<file path="src/rtl/control_sequencer.sv">
// rtl/control_sequencer.sv - hardwired T-state control unit for the 32-bit bus datapath
module control_sequencer #(
    parameter int              OPW     = 5,
    parameter logic [OPW-1:0]  ALU_ADD = OPW'(3)
) (
    input  logic           Clock,
    input  logic           Clear,
    input  logic           Run,
    input  logic [31:0]    IR,
    input  logic           CON,
    input  logic           Mem_ready,
    output logic           PCout, Zlowout, Zhiout, MDRout, HIout, LOout,
    output logic           Cout, InPortout, BAout, Rout,
    output logic           PCin, IRin, Yin, Zin, MARin, MDRin, HIin, LOin,
    output logic           Rin, CONin, IncPC, Read, Write,
    output logic           Gra, Grb, Grc,
    output logic [OPW-1:0] ALUop,
    output logic [3:0]     Step,
    output logic           Halted,
    output logic           Illegal
);

    // T-states encode their own index so Step can be read straight from the state
    typedef enum logic [3:0] {
        S_T0 = 4'd0, S_T1 = 4'd1, S_T2 = 4'd2, S_T3 = 4'd3,
        S_T4 = 4'd4, S_T5 = 4'd5, S_T6 = 4'd6, S_T7 = 4'd7,
        S_HALTED = 4'd14, S_IDLE = 4'd15
    } state_t;

    typedef enum logic [3:0] {
        C_LD, C_LDI, C_ST, C_ALUR, C_ALUI, C_BR, C_NOP, C_HALT, C_ILL
    } cls_t;

    state_t         state, state_nxt;
    cls_t           cls;
    logic [OPW-1:0] op;
    logic [31:0]    opv;
    logic           unused_ir;

    assign op        = IR[31:32-OPW];
    assign opv       = {{(32-OPW){1'b0}}, op};
    assign unused_ir = ^IR[31-OPW:0];

    always_comb begin
        cls = C_ILL;
        if (opv == 32'd0)                        cls = C_LD;
        else if (opv == 32'd1)                   cls = C_LDI;
        else if (opv == 32'd2)                   cls = C_ST;
        else if (opv >= 32'd3 && opv <= 32'd11)  cls = C_ALUR;
        else if (opv >= 32'd12 && opv <= 32'd14) cls = C_ALUI;
        else if (opv == 32'd18)                  cls = C_BR;
        else if (opv == 32'd26)                  cls = C_NOP;
        else if (opv == 32'd27)                  cls = C_HALT;
    end

    always_ff @(posedge Clock or posedge Clear) begin
        if (Clear) state <= S_IDLE;
        else       state <= state_nxt;
    end

    always_comb begin
        state_nxt = state;
        case (state)
            S_IDLE, S_HALTED: if (Run) state_nxt = S_T0;
            S_T0: state_nxt = S_T1;
            S_T1: if (Mem_ready) state_nxt = S_T2;
            S_T2: state_nxt = S_T3;
            S_T3: begin
                if (cls == C_NOP || cls == C_ILL) state_nxt = S_T0;
                else if (cls == C_HALT)           state_nxt = S_HALTED;
                else                              state_nxt = S_T4;
            end
            S_T4: state_nxt = S_T5;
            S_T5: begin
                if (cls == C_LD || cls == C_ST || cls == C_BR) state_nxt = S_T6;
                else                                           state_nxt = S_T0;
            end
            S_T6: begin
                if (cls == C_BR)                   state_nxt = S_T0;
                else if (cls == C_ST || Mem_ready) state_nxt = S_T7;
            end
            S_T7: if (cls != C_ST || Mem_ready) state_nxt = S_T0;
            default: state_nxt = S_IDLE;
        endcase
    end

    always_comb begin
        {PCout, Zlowout, Zhiout, MDRout, HIout, LOout, Cout, InPortout, BAout, Rout} = '0;
        {PCin, IRin, Yin, Zin, MARin, MDRin, HIin, LOin, Rin, CONin, IncPC, Read, Write} = '0;
        {Gra, Grb, Grc} = '0;
        ALUop   = '0;
        Illegal = 1'b0;
        Halted  = (state == S_HALTED);
        Step    = (state == S_IDLE || state == S_HALTED) ? 4'd15 : state;
        case (state)
            S_T0: begin PCout = 1'b1; MARin = 1'b1; IncPC = 1'b1; Zin = 1'b1; end
            S_T1: begin Zlowout = 1'b1; PCin = 1'b1; Read = 1'b1; MDRin = 1'b1; end
            S_T2: begin MDRout = 1'b1; IRin = 1'b1; end
            S_T3: begin
                case (cls)
                    C_LD, C_LDI, C_ST: begin Grb = 1'b1; BAout = 1'b1; Yin = 1'b1; end
                    C_ALUR, C_ALUI:    begin Grb = 1'b1; Rout = 1'b1; Yin = 1'b1; end
                    C_BR:              begin Gra = 1'b1; Rout = 1'b1; CONin = 1'b1; end
                    C_ILL:             Illegal = 1'b1;
                    default: ;
                endcase
            end
            S_T4: begin
                case (cls)
                    C_LD, C_LDI, C_ST: begin Cout = 1'b1; Zin = 1'b1; ALUop = ALU_ADD; end
                    C_ALUR:            begin Grc = 1'b1; Rout = 1'b1; Zin = 1'b1; ALUop = op; end
                    C_ALUI:            begin Cout = 1'b1; Zin = 1'b1; ALUop = op; end
                    C_BR:              begin PCout = 1'b1; Yin = 1'b1; end
                    default: ;
                endcase
            end
            S_T5: begin
                case (cls)
                    C_LD, C_ST:            begin Zlowout = 1'b1; MARin = 1'b1; end
                    C_LDI, C_ALUR, C_ALUI: begin Zlowout = 1'b1; Gra = 1'b1; Rin = 1'b1; end
                    C_BR:                  begin Cout = 1'b1; Zin = 1'b1; ALUop = ALU_ADD; end
                    default: ;
                endcase
            end
            S_T6: begin
                case (cls)
                    C_LD: begin Read = 1'b1; MDRin = 1'b1; end
                    C_ST: begin Gra = 1'b1; Rout = 1'b1; MDRin = 1'b1; end
                    C_BR: begin Zlowout = 1'b1; PCin = CON; end
                    default: ;
                endcase
            end
            S_T7: begin
                case (cls)
                    C_LD: begin MDRout = 1'b1; Gra = 1'b1; Rin = 1'b1; end
                    C_ST: Write = 1'b1;
                    default: ;
                endcase
            end
            default: ;
        endcase
    end

endmodule

</file>
<file path="config.mk">
export PLATFORM = sky130hd
export DESIGN_NAME = control_sequencer
export DESIGN_NICKNAME = d
export VERILOG_FILES = /design/src/rtl/control_sequencer.sv
export SDC_FILE = /design/constraint.sdc
export NUM_CORES = 1
export LEC_CHECK = 0
export ABC_AREA = 1
export ABC_CLOCK_PERIOD_IN_PS = 2100
export CORE_ASPECT_RATIO = 1.25
export CORE_UTILIZATION = 30
export CTS_CLUSTER_DIAMETER = 150
export DETAILED_ROUTE_END_ITERATION = 6
export PLACE_DENSITY = 0.85
export SYNTH_ARGS = -nofsm -noshare
export SYNTH_HDL_FRONTEND = slang
export SYNTH_SLANG_ARGS = --single-unit
</file>
<file path="constraint.sdc">
create_clock -name Clock -period 2.1 [get_ports Clock]
set_input_delay 0.42 -clock Clock [delete_from_list [all_inputs] [get_ports Clock]]
set_output_delay 0.42 -clock Clock [all_outputs]
set_load 0.02 [all_outputs]
</file>
Yosys cells after proc, flatten, opt, wreduce, memory -nomap -nowiden
Cells that the tools add are included. W data, S select, Z words.

Div/mod/pow operators: 0. Bitwise gates (word level): 0. $mul: 0. Shifts and indexed selects: 0. Mux-type cells: 54. Eq/ne operators: 27. Magnitude comparators: 4. Add/subtract/negate cells: 0. Reductions and logical operators: 20.

Operator list (count): $mux W4 (16); $pmux W4 S9 (1); $eq A4 B3 Y1 const B (8); $logic_not A32 Y1 (1); $mux W1 (20); $pmux W5 S2 (2); $pmux W1 S2 (9); $eq A4 B2 Y1 const B (4); $eq A5 B5 Y1 const B (3); $eq A4 B4 Y1 const B (3); $le A5 B4 Y1 const B (2); $pmux W1 S3 (3); $reduce_or A3 Y1 (3); $eq A4 B1 Y1 const B (2); $logic_not A4 Y1 (2); $logic_or A1 B1 Y1 (6); $ne A2 B2 Y1 const B (3); $reduce_or A2 Y1 (3); $eq A5 B1 Y1 const B (1); $eq A5 B2 Y1 const B (1); $ge A5 B2 Y1 const B (1); $ge A5 B4 Y1 const B (1); $reduce_or A5 Y1 (1); $ne A4 B2 Y1 const B (1); 7 further kinds (8).

Bits in registers: 4. Latch bits: 0. ROM bits: 0. Memories kept: 0. Input bits: 37. Memory bits (writable): 0.

Longest topological paths before layout
Word-level depth: 14. Gate-level depth with buffers: 10. Depth with buffers taken out: 9.

Worst setup path before layout
Ideal clock, no wire load.

Path type: flip-flop to output port. Start point: register state[1]. End point: output Rout. Buffers on the path: 1. Stages on the path, launching flop included: 8. Setup slack: 0.022 ns. Arrival time: 1.658 ns. Required time: 1.680 ns. Cells stage by stage: dfstp_2 -> buf_4 -> nand2_1 -> nor2_2 -> inv_2 -> nor2_1 -> nor3_1 -> o21ai_1.

Longest elaborated chain between the ends: 2. Elaborated cells on any way between the ends: 4. Those cells by class: eq/ne (3); mux (1).

RTL lines: start: declaration (RTL line 34) `state_t state, state_nxt;`; start signal: assignment (RTL line 58) `else state <= state_nxt;`; $eq A4 B3 Y1 / $eq A4 B2 Y1 (equally long branches) (RTL line 95) `case (state)`; $pmux W1 S3 * (RTL line 95); end: declaration (RTL line 13) `output logic Cout, InPortout, BAout, Rout,`.

Mark *: on every way between the ends. The rest lies on a longest branch, timed or not.

Final worst setup path
Start point: input IR[28]. End point: output Rin.

Longest elaborated chain between the ends: 13. Elaborated cells on any way between the ends: 28. Those cells by class: order compare (4); eq/ne (8); mux (11); reduce/logical (5).

RTL lines: start: declaration (RTL line 9) `input logic [31:0] IR,`; $eq A5 B5 Y1 (RTL line 53) `else if (opv == 32'd27) cls = C_HALT;`; $mux W4 (RTL line 53); $mux W4 (RTL line 52) `else if (opv == 32'd26) cls = C_NOP;`; $mux W4 (RTL line 51) `else if (opv == 32'd18) cls = C_BR;`; $mux W4 (RTL line 50) `else if (opv >= 32'd12 && opv <= 32'd14) cls = C_ALUI;`; $mux W4 (RTL line 49) `else if (opv >= 32'd3 && opv <= 32'd11) cls = C_ALUR;`; $mux W4 (RTL line 48) `else if (opv == 32'd2) cls = C_ST;`; $mux W4 (RTL line 47) `else if (opv == 32'd1) cls = C_LDI;`; $mux W4 * (RTL line 46) `if (opv == 32'd0) cls = C_LD;`; $eq A4 B1 Y1 (tied with other cells) (RTL line 118) `case (cls)`; $reduce_or A3 Y1; $mux W1 (RTL line 118); $pmux W1 S2 * (RTL line 95); end: declaration (RTL line 15) `output logic Rin, CONin, IncPC, Read, Write,`.

Marks and branches as above.

==> flow_summary.ini <==
[logic_synthesis]
yosysMostFrequentCell = nand2_1
synth.distinct_cells = 27
synth_cells = 145
yosys_warnings = 0
synth-simple-area-share_pct = 49.3
synth_top_area_share_pct = 14.3
synth_edf_count = 0
postSynth.asyncResetShare_pct = 100
yosys-top-cells-area = nand2_1 14%, dfstp_2 13%, inv_1 11%
muxShareOfSynthArea_pct = 0
yosys.area.top_type = nand2_1
synth-xor-area-share_pct = 0
ys.flop_type = dfstp_2
syn_area_um2 = 815
ys_seq_area_share_pct = 12.9
synthAdderAreaFrac_pct = 0
synth_top_family_by_area = simple AND/OR/NAND/NOR gates
synth_compound_area_share_pct = 15.2
ys_seq_elements = 4
synth_common_cells = 31 x nand2_1, 23 x inv_1, 17 x nor2_1
synth_area_per_cell_um2 = 5.62

[route]
num_vias = 1263
drt_wl_total_mm = 2.85
viasPerCell = 4.82
drt_iter0_markers = 20
antenna_left = 0
avgRoutedWirePerCell_um = 10.9
firstDrtPassIters = 4
drc = 0

[sta]
fin_skew_ns = 0.00197
final-setup-viol-count = 1
rsz0062_at_grt = yes
tns_ns = -0.0153
timing.fmax_ghz = 0.473
hold_viol = 0
period_share_pct = 101
fin_hold_ws_ns = 0.576
layout_setup_ws_ns = -0.0153
min_period_ns = 2.12
drv_slew = 0

[critical_path]
r2r-end = state[2]
end_kind = output port
crit_path_max_fanout = 4
r2r_setup_slack_ns = 0.51
ff2ff_path_depth = 9
critPathArrivalTime_ns = 1.70
worst_setup_path_start_kind = input port
path_class = in2out
required_ns = 1.68
timing.rr.start = state[2]

[place]
portBuffers = 39
dpl.hpwl_mm = 2.28
dp_slack_ns = -0.677
gp_congestion = 0.868

[cells_and_area]
syn_to_final_growth_pct = 87.4
fin_nets = 268
largest_register = state
largest_reg_flops = 4
top_regs = state: 4 flops
drive_gt1_share_pct = 47.6
diodes = 0
post-route-util_pct = 61.0

[die]
die_h_um = 60.3
die_area_mm2 = 0.00293
die_w_um = 48.6
ioPinCount = 74
rows = 20
start_util_pct = 32.5
coreArea_mm2 = 0.00250

[clocking]
h-tree-depth = 1
clock_sinks = 4
worst_skew_pair.late_latency_ns = 0.23
cts_tree = done
clock-root-buffer = clkbuf_4
clk_path_buf_depth = 2
clkTransAtPathRegs_ns = 0.03
cts_buffers = 3
cts-hold-fix-buffers = 0

[global_routing]
grt_pass1_wl_mm = 4.60
grt_overflow = 0
grt_max_degree = 9
antenna_found_initial = 0
track_usage_pct = 19.5
grt_pass1_vias = 1173

[run_status]
outcome = finished, violations left
violations = setup timing

[power]
p_per_area_mw_per_mm2 = 1070
power_leakage_nw = 0.837
ir_drop_v = 0.000555

[min_path]
holdCritPathClass = in2async

[job]
drv_cap = 0
-- metrics by stage --
stage | cells | instance area [um^2] | power (mW)
global placement | 253 | 1510 | 1.57
CTS | 258 | 1510 | 1.59
detailed placement | 253 | 1510 | 1.59
global route | 262 | 1530 | 1.76
finish | 262 | 1530 | 1.63
floorplan | 151 | 837 | 0.906
-- layer usage --
layer	GRT usage (%)	vias up	part of all wire, %
li1	-	624	-
met1	22.1	591	40
met2	38.3	48	55
met3	1.27	0	5.0
met4	7.14	0	0
met5	0	-	0
-- cells by family after synthesis --
kind of cell / after synthesis
simple gates: 80
buf+inv: 39
compound gates: 21
flops: 4
other cells: 1
-- power breakdown --
part           internal [mW]  switching, mW  leakage [nW]  total (mW)
logic                  0.601          0.750         0.781        1.35
registers              0.141         0.0458        0.0418       0.187
clock network         0.0635         0.0255        0.0138      0.0890
total                  0.806          0.822         0.837        1.63
-- repair_timing --
item / in CTS / in global routing
pin swaps: 6 / 4
buffers inserted: 2 / 4
resized for setup: 100 / 37
endpoints found under the setup margin: 27 / 19
-- critical path, stage by stage --
cell	delay [ns]
dlygate4sd2_1	0.29
nand2_1	0.11
nand4_1	0.11
nand2_1	0.15
nand2_2	0.10
o21bai_2	0.17
nand2_1	0.08
clkdlybuf4s15_2	0.26
-- worst max-delay path by stage --
| stage | slack, ns | from | end |
|---|---|---|---|
| floorplan | 0.02 | state[1] | Rout |
| global placement | -0.59 | IR[30] | MDRin |
| finish | -0.02 | IR[28] | Rin |
| detailed placement | -0.68 | IR[30] | MARin |
| CTS | 0.0008 | IR[29] | Read |
| global route | -0.10 | state[2] | Grc |
-- cells in the final DEF (no fill, tap or decap), types with 2 or more instances in the layout --
cell             instances
a21oi_1                  3
nand3_1                  5
dfstp_2                  4
clkbuf_2                 8
clkbuf_4                 3
nor2_1                  13
nand2_1                 29
buf_2                    8
buf_4                   54
o21ai_0                  5
nor2_2                   6
clkdlybuf4s50_1          7
nand2_2                  2
o21ai_1                  5
nor3_1                   5
inv_2                    7
nor2_4                   4
dlygate4sd2_1            5
clkdlybuf4s15_2          4
nand3_2                  3
inv_1                   20
conb_1                   7
nand4_1                  7
o211ai_1                 3
nand3b_1                 2
-- cell type report --
type | count | area [um^2]
sequential | 4 | 105
multi-input combinational | 108 | 601
inverter | 27 | 101
clock buffer | 3 | 22.5
timing repair buffer | 87 | 656
tap | 33 | 41.3
fill | 238 | 976
Note: power is estimated with default switching activity, not from simulation.
